===== src/rtl/morph_pkg.sv =====
// Shared definitions for the binary-morphology frame controller:
// filter modes, controller states and the morphology pipeline depth.
package morph_pkg;

    typedef enum logic [1:0] {
        MODE_BYPASS = 2'd0,
        MODE_ERODE  = 2'd1,
        MODE_DILATE = 2'd2,
        MODE_OPEN   = 2'd3
    } morph_mode_e;

    typedef enum logic {
        S_IDLE   = 1'b0,
        S_ACTIVE = 1'b1
    } ctrl_state_e;

    // Clocks from a pixel entering the erosion/dilation chain to erosion_de.
    localparam int MORPH_LAT = 2;

endpackage


===== src/rtl/morph_ctrl_if.sv =====
// Binary-stream, mode-request and status signals between the video/host side
// (master) and the morphology controller (slave).
interface morph_ctrl_if #(
    parameter int CW = 12
) ();

    logic          bin_vs;
    logic          bin_de;
    logic          cfg_valid;
    logic [1:0]    cfg_mode;
    logic          cfg_ready;
    logic [1:0]    act_mode;
    logic          border_mask;
    logic [CW-1:0] col_cnt;
    logic [CW-1:0] row_cnt;
    logic          frame_done;
    logic          err_clr;
    logic          size_err;

    modport master (
        output bin_vs, bin_de, cfg_valid, cfg_mode, err_clr,
        input  cfg_ready, act_mode, border_mask, col_cnt, row_cnt, frame_done, size_err
    );

    modport slave (
        input  bin_vs, bin_de, cfg_valid, cfg_mode, err_clr,
        output cfg_ready, act_mode, border_mask, col_cnt, row_cnt, frame_done, size_err
    );

endinterface


===== src/rtl/sync_delay.sv =====
// Depth-N, W-bit shift register with asynchronous reset; used for edge
// detection of the sync signals and for aligning border_mask with the filter.
module sync_delay #(
    parameter int N = 2,
    parameter int W = 1
) (
    input  logic         clk,
    input  logic         rst_n,
    input  logic [W-1:0] i_d,
    output logic [W-1:0] o_q
);

    logic [W-1:0] r_pipe [N];

    always_ff @(posedge clk or negedge rst_n) begin
        if (!rst_n) begin
            // NOTE: this pipe is a handful of control flops, so every stage is
            // reset; a wide data memory would normally be left unreset.
            for (int i = 0; i < N; i++) r_pipe[i] <= '0;
        end else begin
            // NOTE: non-blocking assignments make each stage take its
            // predecessor's pre-edge value, independent of statement order.
            r_pipe[0] <= i_d;
            for (int i = 1; i < N; i++) r_pipe[i] <= r_pipe[i-1];
        end
    end

    assign o_q = r_pipe[N-1];

endmodule


===== src/rtl/morph_ctrl.sv =====
// Frame-synchronous controller for the 3x3 binary morphology chain: shadowed
// mode requests, pixel/line tracking, border mask and frame-size checking.
module morph_ctrl
    import morph_pkg::*;
#(
    parameter int H_ACT = 1280,
    parameter int V_ACT = 720,
    parameter int CW    = 12
) (
    input  logic        video_clk,
    input  logic        rst_n,
    morph_ctrl_if.slave bus
);

    localparam logic [CW-1:0] C_H_ACT   = CW'(H_ACT);
    localparam logic [CW-1:0] C_H_LAST  = CW'(H_ACT - 1);
    localparam logic [CW-1:0] C_V_ACT   = CW'(V_ACT);
    localparam logic [CW-1:0] C_V_LAST  = CW'(V_ACT - 1);
    localparam logic [CW-1:0] C_CNT_MAX = {CW{1'b1}};

    ctrl_state_e   r_state, w_state_nxt;
    logic [CW-1:0] r_col, r_row;
    logic [CW-1:0] w_col_nxt, w_row_nxt, w_row_inc;
    logic          r_frame_done, r_size_err, r_pending;
    morph_mode_e   r_act_mode, r_pend_mode;
    logic [1:0]    w_sync_q;
    logic          w_vs_rise, w_de_fall, w_cfg_xfer;
    logic          w_edge, w_border, w_line_err, w_frame_err, w_frame_done;

    sync_delay #(.N(1), .W(2)) u_sync_dly (
        .clk   (video_clk),
        .rst_n (rst_n),
        .i_d   ({bus.bin_vs, bus.bin_de}),
        .o_q   (w_sync_q)
    );

    assign w_vs_rise  = bus.bin_vs & ~w_sync_q[1];
    assign w_de_fall  = ~bus.bin_de & w_sync_q[0];
    assign w_cfg_xfer = bus.cfg_valid & ~r_pending;

    always_ff @(posedge video_clk or negedge rst_n) begin
        if (!rst_n) r_state <= S_IDLE;
        else        r_state <= w_state_nxt;
    end

    always_comb begin
        // NOTE: every signal driven here gets a default first, so no branch
        // can leave one unassigned and infer a latch.
        w_state_nxt  = r_state;
        w_row_inc    = r_row;
        w_col_nxt    = r_col;
        w_row_nxt    = r_row;
        w_line_err   = 1'b0;
        w_frame_err  = 1'b0;
        w_frame_done = 1'b0;
        w_edge       = 1'b0;
        case (r_state)
            S_IDLE: begin
                if (w_vs_rise) w_state_nxt = S_ACTIVE;
            end
            S_ACTIVE: begin
                w_edge = bus.bin_de && (r_col == '0 || r_col == C_H_LAST ||
                                        r_row == '0 || r_row == C_V_LAST);
                if (w_de_fall) begin
                    w_row_inc    = (r_row == C_CNT_MAX) ? r_row : r_row + 1'b1;
                    w_line_err   = (r_col != C_H_ACT);
                    w_frame_done = (w_row_inc == C_V_ACT);
                    w_col_nxt    = '0;
                end else if (bus.bin_de) begin
                    w_col_nxt = (r_col == C_CNT_MAX) ? r_col : r_col + 1'b1;
                end
                w_row_nxt = w_row_inc;
                // A coincident line end is counted first; the frame clear wins.
                if (w_vs_rise) begin
                    w_frame_err = (w_row_inc != C_V_ACT);
                    w_col_nxt   = '0;
                    w_row_nxt   = '0;
                end
            end
            default: w_state_nxt = S_IDLE;
        endcase
    end

    always_ff @(posedge video_clk or negedge rst_n) begin
        if (!rst_n) begin
            r_col        <= '0;
            r_row        <= '0;
            r_frame_done <= 1'b0;
            r_size_err   <= 1'b0;
            r_pending    <= 1'b0;
            r_pend_mode  <= MODE_BYPASS;
            r_act_mode   <= MODE_BYPASS;
        end else begin
            r_col        <= w_col_nxt;
            r_row        <= w_row_nxt;
            r_frame_done <= w_frame_done;
            if (w_line_err || w_frame_err) r_size_err <= 1'b1;
            else if (bus.err_clr)          r_size_err <= 1'b0;
            // A request accepted on a frame-start edge waits for the next one.
            if (w_cfg_xfer) begin
                r_pend_mode <= morph_mode_e'(bus.cfg_mode);
                r_pending   <= 1'b1;
            end else if (w_vs_rise && r_pending) begin
                r_act_mode <= r_pend_mode;
                r_pending  <= 1'b0;
            end
        end
    end

    sync_delay #(.N(MORPH_LAT), .W(1)) u_border_dly (
        .clk   (video_clk),
        .rst_n (rst_n),
        .i_d   (w_edge),
        .o_q   (w_border)
    );

    assign bus.cfg_ready   = ~r_pending;
    assign bus.act_mode    = r_act_mode;
    assign bus.border_mask = w_border;
    assign bus.col_cnt     = r_col;
    assign bus.row_cnt     = r_row;
    assign bus.frame_done  = r_frame_done;
    assign bus.size_err    = r_size_err;

endmodule

===== src/flat_wrapper.sv =====
// flat-port wrapper written by rule: the top's interface ports become plain ports
module morph_ctrl_flat import morph_pkg::*;
#(
    parameter int H_ACT = 1280,
    parameter int V_ACT = 720,
    parameter int CW    = 12
)
  (video_clk, rst_n, bus_bin_vs, bus_bin_de, bus_cfg_valid, bus_cfg_mode, bus_err_clr, bus_cfg_ready, bus_act_mode, bus_border_mask, bus_col_cnt, bus_row_cnt, bus_frame_done, bus_size_err);
  morph_ctrl_if #(.CW(CW)) bus_i ();
  input  logic video_clk;
  input  logic rst_n;
  input wire logic [$bits(bus_i.bin_vs)-1:0] bus_bin_vs;
  input wire logic [$bits(bus_i.bin_de)-1:0] bus_bin_de;
  input wire logic [$bits(bus_i.cfg_valid)-1:0] bus_cfg_valid;
  input wire logic [$bits(bus_i.cfg_mode)-1:0] bus_cfg_mode;
  input wire logic [$bits(bus_i.err_clr)-1:0] bus_err_clr;
  output wire logic [$bits(bus_i.cfg_ready)-1:0] bus_cfg_ready;
  output wire logic [$bits(bus_i.act_mode)-1:0] bus_act_mode;
  output wire logic [$bits(bus_i.border_mask)-1:0] bus_border_mask;
  output wire logic [$bits(bus_i.col_cnt)-1:0] bus_col_cnt;
  output wire logic [$bits(bus_i.row_cnt)-1:0] bus_row_cnt;
  output wire logic [$bits(bus_i.frame_done)-1:0] bus_frame_done;
  output wire logic [$bits(bus_i.size_err)-1:0] bus_size_err;
  assign bus_i.bin_vs = bus_bin_vs;
  assign bus_i.bin_de = bus_bin_de;
  assign bus_i.cfg_valid = bus_cfg_valid;
  assign bus_i.cfg_mode = bus_cfg_mode;
  assign bus_i.err_clr = bus_err_clr;
  assign bus_cfg_ready = bus_i.cfg_ready;
  assign bus_act_mode = bus_i.act_mode;
  assign bus_border_mask = bus_i.border_mask;
  assign bus_col_cnt = bus_i.col_cnt;
  assign bus_row_cnt = bus_i.row_cnt;
  assign bus_frame_done = bus_i.frame_done;
  assign bus_size_err = bus_i.size_err;
  morph_ctrl #(.H_ACT(H_ACT), .V_ACT(V_ACT), .CW(CW)) u_core (.video_clk(video_clk), .rst_n(rst_n), .bus(bus_i));
endmodule

===== config.mk =====
export PLATFORM = sky130hd
export DESIGN_NAME = morph_ctrl_flat
export DESIGN_NICKNAME = d
export VERILOG_FILES = /design/src/rtl/morph_pkg.sv /design/src/rtl/morph_ctrl_if.sv /design/src/rtl/sync_delay.sv /design/src/rtl/morph_ctrl.sv /design/src/flat_wrapper.sv
export SDC_FILE = /design/constraint.sdc
export NUM_CORES = 1
export LEC_CHECK = 0
export ABC_AREA = 1
export ABC_CLOCK_PERIOD_IN_PS = 1800
export BUFFER_PORTS_ARGS = -buffer_cell sky130_fd_sc_hd__buf_4
export CAP_MARGIN = 20
export CORE_MARGIN = 1
export CORE_UTILIZATION = 35
export CTS_BUF_LIST = sky130_fd_sc_hd__clkbuf_8
export DETAILED_ROUTE_END_ITERATION = 12
export PLACE_DENSITY = 0.65
export SLEW_MARGIN = 25
export SYNTH_ARGS = -nofsm -noshare
export SYNTH_HDL_FRONTEND = slang
export SYNTH_SLANG_ARGS = --single-unit

===== constraint.sdc =====
create_clock -name video_clk -period 1.8 [get_ports video_clk]
set_clock_uncertainty 0.1 [all_clocks]
set_input_delay 0.36 -clock video_clk [delete_from_list [all_inputs] [get_ports video_clk]]
set_output_delay 0.36 -clock video_clk [all_outputs]
set_load 0.03 [all_outputs]

==> parameters.txt, run 1 <==
Parameter                              Value

Logic synthesis
  Mean cell area of the mapped netlist    7.54 um^2
  Top FF cell, synth    sky130_fd_sc_hd__dfrtp_1
  Cell type with the largest total area after synthesis    sky130_fd_sc_hd__dfrtp_1
  Part of the Yosys area used for sequential elements    39.2%
  Fraction of post-synthesis cell area in the top cell type by area    39.2%
  Synth cell types    37
  Count of synthesis-stage warnings from yosys    0
  Leading post-synthesis cells by cell area    sky130_fd_sc_hd__dfrtp_1, sky130_fd_sc_hd__nand2_1, sky130_fd_sc_hd__nand3_1, sky130_fd_sc_hd__inv_1, sky130_fd_sc_hd__o21ai_0
  Number of flip-flops and latches in the synthesized netlist    36
  Synthesized netlist cell count    305
  EDFF count, synth    0
  Post-synth ARST share    100%
  Post-synth design cell area    0.00230 mm^2
  Syn_nets    317

Clock network
  Maximum clock insertion buffer count    2
  CTS clock-pin slew for the worst setup and hold paths    0.08 ns
  Maximum level of the CTS H-tree    2
  Inserted Clock Buffers    5
  Clock sink count    36
  Clock tree from TritonCTS    yes
  Clock insertion delay at the later pin of the skew report    0.30 ns
  Clock root buffer    sky130_fd_sc_hd__clkbuf_8

Timing
  Final clock period utilization by the worst path    99.3%
  Number of hold violations in the final report    0
  Minimum period implied by the final worst setup slack    1.79 ns
  Max Clk Rate    0.560 GHz
  Worst relative slew slack    69.3%
  Min Hold Slack    0.0845 ns
  Max-slew violation total from the final report    0
  Number of setup violations in the final report    0
  RSZ-0062 raised after global routing    true
  Slew at the pin closest to its max-slew limit    0.461 ns

Outcome
  Run status    finished, final reports clean

Floorplan
  Area enclosed by the die boundary    0.00689 mm^2
  Effective utilization at floorplan    36.2%
  Die H    83.0 um
  Number of placement rows    29
  Count of pins on the block boundary    38
  Core footprint    0.00635 mm^2
  X dimension of the die    83.0 um

Pwr
  Power density over the cells    757 mW/mm^2
  Leakage power figure    1.57 nW
  Max IR drop VDD    0.543 mV

Worst hold path
  Min-delay worst type    input pin to register

Route
  Residual antenna-violating net count after detailed routing    0
  First-iteration detailed-routing DRC count    176
  DRC violations left    0
  Total detailed-routing wirelength    6140 um
  Vias    2,374
  Number of iterations in the first detailed-routing pass    5
  Via-to-Cell Ratio    5.12
  Avg WL per Cell    13.2 um

Placement
  Buffers on Ports    37
  Gpl congestion    0.989
  Placed wire-length estimate after detailed placement    4540 um

Global routing
  Total grt overflow    0
  Total track usage    18.3%
  Wire length of the first global-routing pass    10,300 um
  Via count of the first global-routing pass    2,247
  Largest net degree at the start of global routing    37
  Number of antenna violations at the first check in global routing    0

Finish
  Fill cells    604
  Share of the core filled with cells in the final layout    50.6%
  Layout Area Growth over Synthesis    39.8%
  Fraction of final layout cells sized beyond drive strength 1    40.1%
  Diode count    0
  Net count reported at finish    398

Worst setup path
  Critical-path cell list    ha_4 > nand3_4 > buf_6 > xor2_1 > nand2_2 > nand2_1 > nand2_2 > nand2_2 > nor2_4 > nand3_2 > nand3_2 > nand3_2
  Largest stage delay on the critical path    0.42 ns
  Critical path type    register to register
  Worst Path Max Fanout    4
  Cell at the slowest stage of the critical path    sky130_fd_sc_hd__dfrtp_2
  Number of buffer and inverter instances along the worst setup path    1
  Family with the most delay on the worst path    simple AND/OR/NAND/NOR gates
  Required time of the critical path    1.87 ns
  Startpoint type of the worst setup path    register
  Worst Setup End Kind    register
  Data arrival time at the worst-slack endpoint    1.86 ns

Run
  Max Cap Viol    0
through the flow:
step	total power (W)	instances	setup slack [ns]	TNS, ns	instance area [um^2]
6_report	0.00243	464	0.0127	0	3210
5_1_grt	0.00257	464	-0.116	-0.588	3210
4_1_cts	0.00240	458	-0.00302	-0.00302	3060
3_5_place_dp	0.00174	446	-0.00949	-0.0167	2930
3_3_place_gp	0.00173	446	0.0390	0	2930
2_1_floorplan	0.00141	305	-0.0585	-0.133	2340
layer usage:
layer	up-vias	global-route usage, %	wire [um]
met5	-	0	0
met1	1092	23.9	2700
met3	10	3.88	429
met2	107	30.3	2930
met4	0	5.80	78
li1	1165	-	-
flip-flops by register name, indices dropped and copies added, names as in the netlist, 2 cells and up:
| signal | flops |
|---|---|
| u_core.bus.col_cnt | 12 |
| u_core.bus.row_cnt | 12 |
| u_core.bus.act_mode | 2 |
| u_core.r_pend_mode | 2 |
| u_core.u_sync_dly.o_q | 2 |
layout by cell type (no fill, tap or decap), types with 3 or more instances in the layout:
cell type,synthesis,layout
sky130_fd_sc_hd__nor2_1,16,15
sky130_fd_sc_hd__nand4_1,10,10
sky130_fd_sc_hd__a22oi_2,2,3
sky130_fd_sc_hd__nand2_1,77,69
sky130_fd_sc_hd__nor2_4,3,7
sky130_fd_sc_hd__o22ai_1,8,8
sky130_fd_sc_hd__xor2_1,3,3
sky130_fd_sc_hd__o21ai_0,13,13
sky130_fd_sc_hd__nand2_2,9,18
sky130_fd_sc_hd__clkbuf_8,1,7
sky130_fd_sc_hd__nor3_1,5,4
sky130_fd_sc_hd__inv_1,39,36
sky130_fd_sc_hd__dfrtp_1,36,27
sky130_fd_sc_hd__nor2_2,6,3
sky130_fd_sc_hd__o21ai_1,3,3
sky130_fd_sc_hd__nand3_2,2,9
sky130_fd_sc_hd__buf_4,2,76
sky130_fd_sc_hd__nand3_1,32,25
sky130_fd_sc_hd__inv_2,4,7
sky130_fd_sc_hd__a21oi_1,9,7
sky130_fd_sc_hd__o21a_1,3,3
sky130_fd_sc_hd__dfrtp_2,0,9
path summary, 6_finish.rpt:
kind	slack, ns	cells after the start	to	startpoint
setup / recovery	0.01	12	u_core.bus.size_err	u_core.bus.row_cnt[0]
hold / removal	0.08	1	u_core.u_sync_dly.o_q[1]	bus_bin_vs
setup reg to reg	0.01	12	u_core.bus.size_err	u_core.bus.row_cnt[0]
hold reg to reg	0.25	0	u_core.u_border_dly.o_q	u_core.u_border_dly.r_pipe[1]
max in group asynchronous	0.78	2	u_core.bus.col_cnt[2]	rst_n
min in group asynchronous	0.46	2	u_core.bus.frame_done	rst_n
kinds of logic after synthesis:
logic type      share of synthesized area, %
simple gates                            36.3
buf+inv                                 9.53
compound gates                          10.3
flops                                   39.2
xor+xnor                                1.52
fa+ha+maj                               2.18
mux                                    0.980
what timing repair did:
| action | in CTS | in global routing |
|---|---|---|
| setup endpoints to repair | 4 | 15 |
| buffers inserted | 3 | 4 |
| pin swaps | 2 | 13 |
| endpoints found under the hold margin | 36 | 0 |
| hold buffers | 1 | 0 |
| resized for setup | 1 | 33 |
| cloned | 0 | 2 |
final cells by class:
| type | instances | area [um^2] | share of cell area, % |
|---|---|---|---|
| clock buffers | 7 | 96.3 | 3.00 |
| clock inverters | 1 | 3.75 | 0.117 |
| inverters | 44 | 171 | 5.33 |
| multi-input cells | 220 | 1320 | 41.1 |
| flip-flops and latches | 36 | 912 | 28.4 |
| well taps | 77 | 96.3 | 3.00 |
| repair buffers | 79 | 612 | 19.0 |
power breakdown:
group / total [W] / internal [W] / switching (W)
registers: 0.000972 / 0.000899 / 0.0000730
clock network: 0.000643 / 0.000344 / 0.000299
logic: 0.000817 / 0.000347 / 0.000470
Yosys cell counts, types with 5 or more instances:
library cell,instances
sky130_fd_sc_hd__nor2_1,16
sky130_fd_sc_hd__nand2_2,9
sky130_fd_sc_hd__a21oi_1,9
sky130_fd_sc_hd__o22ai_1,8
sky130_fd_sc_hd__dfrtp_1,36
sky130_fd_sc_hd__nand3_1,32
sky130_fd_sc_hd__nor2_2,6
sky130_fd_sc_hd__nand4_1,10
sky130_fd_sc_hd__nor3_1,5
sky130_fd_sc_hd__o21ai_0,13
sky130_fd_sc_hd__inv_1,39
sky130_fd_sc_hd__nand2_1,77
Note: power is estimated with default switching activity, not from simulation.
==> inputs of run 2 (changes only) <==
CTS_BUF_LIST = not set   (was sky130_fd_sc_hd__clkbuf_8)
==> parameters.txt, run 2 (same netlist as run 1, synthesis figures left out) <==
Parameter                              Value

Worst setup path
  Critical-path cell list    ha_4 > nand3_4 > buf_6 > xor2_1 > nand2_2 > nand2_1 > nand2_2 > nand2_2 > nor2_4 > nand3_2 > nand3_2 > nand3_2
  Family with the most delay on the worst path    simple AND/OR/NAND/NOR gates
  Startpoint type of the worst setup path    register
  Worst Setup End Kind    register
  Data arrival time at the worst-slack endpoint    1.86 ns (about the same)
  Cell at the slowest stage of the critical path    sky130_fd_sc_hd__dfrtp_2
  Critical path type    register to register
  Worst Path Max Fanout    4 (unchanged)
  Largest stage delay on the critical path    0.42 ns (about the same)
  Required time of the critical path    1.87 ns (about the same)
  Number of buffer and inverter instances along the worst setup path    1 (unchanged)

Clock network
  Inserted Clock Buffers    5 (unchanged)
  CTS clock-pin slew for the worst setup and hold paths    0.08 ns (about the same)
  Clock insertion delay at the later pin of the skew report    0.29 ns (about the same)
  Clock sink count    36 (unchanged)
  Maximum level of the CTS H-tree    2 (unchanged)
  Maximum clock insertion buffer count    2 (unchanged)
  Clock root buffer    sky130_fd_sc_hd__clkbuf_8
  Clock tree from TritonCTS    yes

Route
  Avg WL per Cell    13.2 um (about the same)
  Vias    2,374 (unchanged)
  Residual antenna-violating net count after detailed routing    0 (unchanged)
  Via-to-Cell Ratio    5.12 (unchanged)
  Total detailed-routing wirelength    6140 um (about the same)
  Number of iterations in the first detailed-routing pass    5 (unchanged)
  DRC violations left    0 (unchanged)
  First-iteration detailed-routing DRC count    176 (unchanged)

Finish
  Highest-count cells in the layout ignoring fill and taps    sky130_fd_sc_hd__buf_4, sky130_fd_sc_hd__nand2_1, sky130_fd_sc_hd__inv_1, sky130_fd_sc_hd__dfrtp_1, sky130_fd_sc_hd__nand3_1
  Net count reported at finish    398 (unchanged)
  Layout Area Growth over Synthesis    39.8% (unchanged)
  Count of non-filler cells in the finished layout    464 (unchanged)
  Fraction of final layout cells sized beyond drive strength 1    40.1% (unchanged)
  Diode count    0 (unchanged)
  Fill cells    604 (unchanged)
  Flip-flop and latch area    912 um^2 (unchanged)
  Area taken by multi-input logic gates    0.00132 mm^2 (unchanged)
  Final cell area excluding filler cells    0.00321 mm^2 (unchanged)
  Most common cell after layout, fill and taps aside    sky130_fd_sc_hd__buf_4

Floorplan
  Area enclosed by the die boundary    0.00689 mm^2 (unchanged)
  Effective utilization at floorplan    36.2% (unchanged)
  Die H    83.0 um (unchanged)
  Core footprint    0.00635 mm^2 (unchanged)
  Number of placement rows    29 (unchanged)
  X dimension of the die    83.0 um (unchanged)
  Count of pins on the block boundary    38 (unchanged)

Placement
  Gpl congestion    0.989 (unchanged)
  Placed wire-length estimate after detailed placement    4540 um (unchanged)
  Buffers on Ports    37 (unchanged)
  Cell area after placement    0.00293 mm^2 (unchanged)
  Placed insts    446 (unchanged)

Timing
  Max-slew violation total from the final report    0 (unchanged)
  Number of hold violations in the final report    0 (unchanged)
  Number of setup violations in the final report    0 (unchanged)
  Max Clk Rate    0.560 GHz (unchanged)
  Minimum period implied by the final worst setup slack    1.79 ns (unchanged)
  Worst relative slew slack    69.3% (unchanged)
  Setup tns final    0 ns (unchanged)
  RSZ-0062 raised after global routing    true
  Slew at the pin closest to its max-slew limit    0.461 ns (unchanged)
  Final clock period utilization by the worst path    99.3% (unchanged)

Pwr
  Leakage power figure    1.56 nW (-0.26%)
  Overall power of the completed layout    0.00244 W (+0.21%)
  Power density over the cells    758 mW/mm^2 (+0.21%)
  Max IR drop VDD    0.543 mV (about the same)

Outcome
  Run status    finished, final reports clean

Global routing
  Wire length of the first global-routing pass    10,300 um (unchanged)
  Largest net degree at the start of global routing    37 (unchanged)
  Total grt overflow    0 (unchanged)
  Number of antenna violations at the first check in global routing    0 (unchanged)
  Total track usage    18.3% (unchanged)
  Via count of the first global-routing pass    2,247 (unchanged)

Run
  Max Cap Viol    0 (unchanged)

Worst hold path
  Min-delay worst type    input pin to register
[run 2: cell count changes in the layout (fill, tap and decap cells not counted)]
cell / before / now
sky130_fd_sc_hd__clkbuf_1: 0 / 1
sky130_fd_sc_hd__inv_1: 36 / 35
[run 2: power by group]
part           switching, W  internal, W
registers         0.0000730     0.000899
clock network      0.000298     0.000350
logic              0.000470     0.000347
total              0.000841      0.00160
[run 2: what timing repair did]
action	4_1_cts	5_1_grt
endpoints found under the setup margin	4	15
gates resized for setup	1	33
setup buffers	3	4
gates cloned	0	2
endpoints found under the hold margin	36	0
hold buffers	1	0
pin swaps	2	13
[run 2: worst paths after layout]
kind	start	to	slack, ns	cells past startpoint
worst max-delay path	u_core.bus.row_cnt[0]	u_core.bus.size_err	0.01	12
worst min-delay path	bus_bin_vs	u_core.u_sync_dly.o_q[1]	0.08	1
worst max register to register	u_core.bus.row_cnt[0]	u_core.bus.size_err	0.01	12
worst min register to register	u_core.u_border_dly.r_pipe[1]	u_core.u_border_dly.o_q	0.25	0
max in group asynchronous	rst_n	u_core.bus.col_cnt[2]	0.78	2
min in group asynchronous	rst_n	u_core.bus.frame_done	0.46	2
[run 2: layout make-up]
cell class / count / share of cell area (%)
multi-input cells: 220 / 41.1
flip-flops and latches: 36 / 28.4
repair buffers: 79 / 19.0
inverters: 44 / 5.33
clock buffers: 8 / 3.11
well taps: 77 / 3.00
[run 2: layer usage]
layer  vias up  wire length, um  share of wire (%)  track usage [%]
li1       1165                -                  -                -
met1      1092             2700                 44             23.9
met2       107             2930                 48             30.3
met3        10              429                7.0             3.88
met4         0               78                1.3             5.80
met5         -                0                  0                0
[run 2: metrics by stage]
stage	util, %	hold WS (ns)	setup slack, ns
finish	50.6	0.0845	0.0127
global route	50.6	0.0763	-0.116
CTS	48.2	0.0756	-0.00302
detailed placement	46.1	0.246	-0.00949
global placement	46.1	0.245	0.0390
floorplan	-	-0.0356	-0.0585
